[src/rtl/cache_defs.sv]
// Shared data-cache definitions: set count and the tag controller state encoding.
package cache_defs;

    localparam int unsigned DCACHE_NO_OF_SETS = 128;

    typedef enum logic [1:0] {
        INIT  = 2'd0,
        RUN   = 2'd1,
        FLUSH = 2'd2
    } dcache_tag_ctrl_state_t;

endpackage

[src/rtl/dcache_tag_ctrl.sv]
// Data-cache tag RAM controller: post-reset and on-demand invalidation sweeps,
// plus update/lookup arbitration onto the single tag RAM port.
module dcache_tag_ctrl
    import cache_defs::*;
#(
    parameter int unsigned ADDR_WIDTH = $clog2(DCACHE_NO_OF_SETS),
    parameter int unsigned NUM_COL    = 4,
    parameter int unsigned COL_WIDTH  = 8,
    parameter int unsigned DATA_WIDTH = NUM_COL * COL_WIDTH
) (
    input  logic                  clk,
    input  logic                  rst_n,

    input  logic                  flush_req,
    output logic                  flush_done,
    output logic                  init_done,

    input  logic                  lkup_req,
    input  logic [ADDR_WIDTH-1:0] lkup_addr,
    output logic                  lkup_gnt,
    output logic                  lkup_rvalid,
    output logic [DATA_WIDTH-1:0] lkup_rdata,

    input  logic                  upd_req,
    input  logic [ADDR_WIDTH-1:0] upd_addr,
    input  logic [NUM_COL-1:0]    upd_wr_en,
    input  logic [DATA_WIDTH-1:0] upd_wdata,
    output logic                  upd_gnt,

    output logic                  ram_req,
    output logic [NUM_COL-1:0]    ram_wr_en,
    output logic [ADDR_WIDTH-1:0] ram_addr,
    output logic [DATA_WIDTH-1:0] ram_wdata,
    input  logic [DATA_WIDTH-1:0] ram_rdata,

    output logic                  busy
);

    localparam logic [ADDR_WIDTH-1:0] LAST_SET = '1;

    dcache_tag_ctrl_state_t state_q, state_d;
    logic [ADDR_WIDTH-1:0]  cnt_q, cnt_d;
    logic                   sweep_last;

    assign sweep_last = (cnt_q == LAST_SET);

    // Next state, sweep counter and RAM port arbitration
    always_comb begin
        state_d   = state_q;
        cnt_d     = cnt_q;
        upd_gnt   = 1'b0;
        lkup_gnt  = 1'b0;
        ram_req   = 1'b0;
        ram_wr_en = '0;
        ram_addr  = '0;
        ram_wdata = '0;

        unique case (state_q)
            INIT, FLUSH: begin
                ram_req   = 1'b1;
                ram_wr_en = '1;
                ram_addr  = cnt_q;
                cnt_d     = cnt_q + ADDR_WIDTH'(1);
                if (sweep_last) begin
                    state_d = RUN;
                end
            end
            RUN: begin
                if (flush_req) begin
                    state_d = FLUSH;
                end else if (upd_req) begin
                    upd_gnt   = 1'b1;
                    ram_req   = 1'b1;
                    ram_addr  = upd_addr;
                    ram_wr_en = upd_wr_en;
                    ram_wdata = upd_wdata;
                end else if (lkup_req) begin
                    lkup_gnt = 1'b1;
                    ram_req  = 1'b1;
                    ram_addr = lkup_addr;
                end
            end
            default: begin
                state_d = INIT;
                cnt_d   = '0;
            end
        endcase
    end

    // State, counter and status flags
    always_ff @(posedge clk or negedge rst_n) begin
        if (!rst_n) begin
            state_q     <= INIT;
            cnt_q       <= '0;
            init_done   <= 1'b0;
            flush_done  <= 1'b0;
            lkup_rvalid <= 1'b0;
        end else begin
            state_q     <= state_d;
            cnt_q       <= cnt_d;
            init_done   <= init_done | ((state_q == INIT) && sweep_last);
            flush_done  <= (state_q == FLUSH) && sweep_last;
            lkup_rvalid <= lkup_gnt;
        end
    end

    // RAM read data is already registered; only gate it with the valid
    assign lkup_rdata = lkup_rvalid ? ram_rdata : '0;
    assign busy       = (state_q != RUN);

endmodule
[config.mk]
export PLATFORM = sky130hd
export DESIGN_NAME = dcache_tag_ctrl
export DESIGN_NICKNAME = d
export VERILOG_FILES = /design/src/rtl/cache_defs.sv /design/src/rtl/dcache_tag_ctrl.sv
export SDC_FILE = /design/constraint.sdc
export NUM_CORES = 1
export LEC_CHECK = 0
export BUFFER_PORTS_ARGS = -buffer_cell sky130_fd_sc_hd__buf_2
export CORE_MARGIN = 3
export CORE_UTILIZATION = 27
export CTS_CLUSTER_DIAMETER = 60
export DETAILED_ROUTE_END_ITERATION = 10
export PLACE_DENSITY = 0.77
export SYNTH_ARGS = -nofsm -noshare
export SYNTH_HDL_FRONTEND = slang
export SYNTH_SLANG_ARGS = --single-unit
export TNS_END_PERCENT = 10
[constraint.sdc]
create_clock -name clk -period 1.5 [get_ports clk]
set_input_delay 0.3 -clock clk [delete_from_list [all_inputs] [get_ports clk]]
set_output_delay 0.3 -clock clk [all_outputs]
set_load 0.03 [all_outputs]
==> results.md <==
* Outcome: finished, violations left
* Violated checks: negative setup slack
* Final hold vios at 0
* Most frequent CP cell: buf_6
* Largest net degree at the start of global routing at 45
* Sequential fraction of the synthesis area at 0.2612
* Die H at 71.26 um
* Clk_lat worst skew at 0.24 ns
* Worst setup EP type: output port
* Met3 wire length at 335 um
* Hold/Removal Path Class: in2reg
* Final instance area at 2522 um2
* CP startpoint kind: register
* Count of cell types in the netlist at 25
* WL met2 at 2.966 mm
* Worst reg2reg path depth at 4
* Top delay family on crit path: buffers and inverters
* Post-route ant nets at 0
* Die area at 5078 um2
* Worst slew pin tran at 0.2641 ns
* Total Wirelength at 5.293 mm
* # Post-CTS Setup Buffers at 0
* DR top layer: met4
* Detailed Place HPWL at 3.803 mm
* CTS tree: yes
* Number of diodes at 0
* Fin crit share at 1.332
* Starting Density at 0.2834
* Worst Hold Launch: flush_req
* Total global-route track usage at 0.1856
* Max-slew violation count at 0
* Worst-case clock skew at 0.001357 ns
* First-pass GRT wire length at 7.679 mm
* Buf/Inv on CP at 3
* Clock Path Buffers at 2
* Max Freq at 500.4 MHz
* Initial drt markers at 48
* Placed instance area at 2128 um2
* Hold Path Sink: state_q[0]
* Share of cells above drive strength 1 at 0.6149
* Pwr Density at 317.4 nW/um2
* Critical path's slowest cell: dfrtp_1
* Area leader, netlist: and2_1
* Die W at 71.26 um
* Max incr delay on CP at 0.41 ns
* Via-to-Cell Ratio at 4.543
* Synthesized Nets at 236
* Reg2reg setup slack at 0.09 ns
* Vias at 1,690
* Initial antenna violation count at 0
* Synth top area share at 0.3482
* I/O pins at 169
* Hold path depth at 2
* DRC Markers at 0
* Layout area overhead at 119.4%
* Synth area leaders: and2_1 35%, dfrtp_1 26%, a221o_1 7.0%
* Placer Congestion at 0.8194
* Finished Layout Cells at 372
* H-tree depth at 1
* Congestion Overflow GR at 0
* Relative slew slack at 0.8239
* Max rail drop VDD at 547.9 uV
* Synth Area per Inst at 7.769 um2
* Root buf cell: clkbuf_8
* Critical Path, Cell by Cell: buf_6, nor4bb_4, buf_12, and2_1, buf_6
* Vias in the first global route at 1,480
* Row count at 23
* Final Setup Violations at 46
* RR Startpoint: cnt_q[0]
* Yosys reg bits at 12
* Core Area at 4058 um2
* CTS buffer count at 3
* RR Endpoint: init_done
* Met1 Routed Length at 1.949 mm
* Minimum clock period at 1.999 ns
* Reg clk slew, reported paths at 0.06 ns
* Router iterations before antenna repair at 4
* Fin worst setup slack at -0.4986 ns
* Cell Area, Synth at 1150 um2
* Sink Count at 12
* WP data arrival at 1.70 ns
* Lkg Pwr at 1.386 nW
* Max-cap violations at 0
* YS warnings at 0
* I/O Buffers at 168
* Post-Place Cells at 367
* WL per Instance at 14.23 um
* # nets final at 411
* Kind of critical path: reg2out
* RSZ-0062 raised after global routing: true
* Worst endpoint required time at 1.20 ns
* Critical path peak fanout at 44
* Synth Instances at 148
-- cell type report --
type	count	area (um2)
Tap cell	50	62.56
Multi-Input combinational cell	121	809.5
Inverter	4	22.52
Fill cell	333	1535
Sequential cell	12	304.0
Clock buffer	4	55.05
Timing Repair Buffer	181	1269
-- synth_stat cells (all sizes together) --
cell type,number
nor4b,1
nand4b,1
inv,4
and2,64
dfrtp,12
nor3,1
o211ai,1
ha,1
clkbuf,4
o21ai,6
buf,7
a22oi,1
nor4bb,1
nor2,2
nand2,15
o31ai,3
nor2b,8
nand3,4
o21bai,1
or4,2
a221o,8
xnor2,1
-- cell usage in the layout, fill, tap and decap left out, types with 3 or more instances in the layout --
master,n
inv_1,3
a221o_2,7
nand3_1,4
buf_6,46
and2_1,62
dfrtp_1,11
nand2_1,15
nor2b_1,7
clkbuf_8,4
buf_4,22
o31ai_1,3
o21ai_1,6
buf_2,111
-- timing repair --
item | 4_1_cts | 5_1_grt
hold endpoints to repair | 12 | 0
resized for setup | 104 | 4
hold buffers | 1 | 0
pin swaps | 1 | 1
setup endpoints to repair | 80 | 79
-- sequential cells by signal, indices dropped and copies added, names as in the netlist --
signal	cells
flush_done	1
state_q	2
init_done	1
lkup_rvalid	1
cnt_q	7
-- metal layers --
metal / up-vias / global-route usage
met5: - / 0
met1: 777 / 0.2261
li1: 839 / -
met2: 70 / 0.3531
met3: 4 / 0.02244
met4: 0 / 0.02714
-- worst max-delay path by stage --
stage / startpoint / to / cells after the start
6_report: state_q[1] / ram_wdata[12] / 5
5_1_grt: state_q[1] / ram_wdata[10] / 5
3_5_place_dp: state_q[0] / ram_addr[1] / 6
3_3_place_gp: state_q[0] / ram_addr[1] / 6
2_1_floorplan: state_q[1] / ram_addr[0] / 5
4_1_cts: state_q[1] / ram_addr[1] / 5
-- power breakdown --
part / switching [mW] / total [mW] / internal [mW] / leakage [nW]
Clock: 0.120 / 0.351 / 0.232 / 0.0288
Combinational: 0.0415 / 0.126 / 0.0840 / 1.20
Sequential: 0 / 0.324 / 0.324 / 0.156
Total: 0.161 / 0.801 / 0.640 / 1.39
-- cells by family after synthesis --
kind of cell / synth area share
AND/OR/NAND/NOR: 0.5212
AO/OA/AOI/OAI: 0.1349
XOR/XNOR: 0.007618
flip-flops: 0.2612
adder cells (fa/ha/maj): 0.01088
buffers and inverters: 0.06420
-- metrics by stage --
step                      setup TNS [ns]  hold WS [ns]  setup WS, ns  power (mW)  utilization
final                             -20.15        0.3739       -0.4986      0.8007       0.6216
after global routing              -23.70        0.3991       -0.5595      0.8355       0.6216
after CTS                         -20.61        0.3764       -0.4959      0.8055       0.6189
after detailed placement          -10.51        0.1922       -0.2990      0.4479       0.5245
after global placement            -8.823        0.1908       -0.2343      0.4440       0.5245
after floorplan                   -9.310      0.004409       -0.5601      0.3333            -
Power figures use the tool's default switching activity.
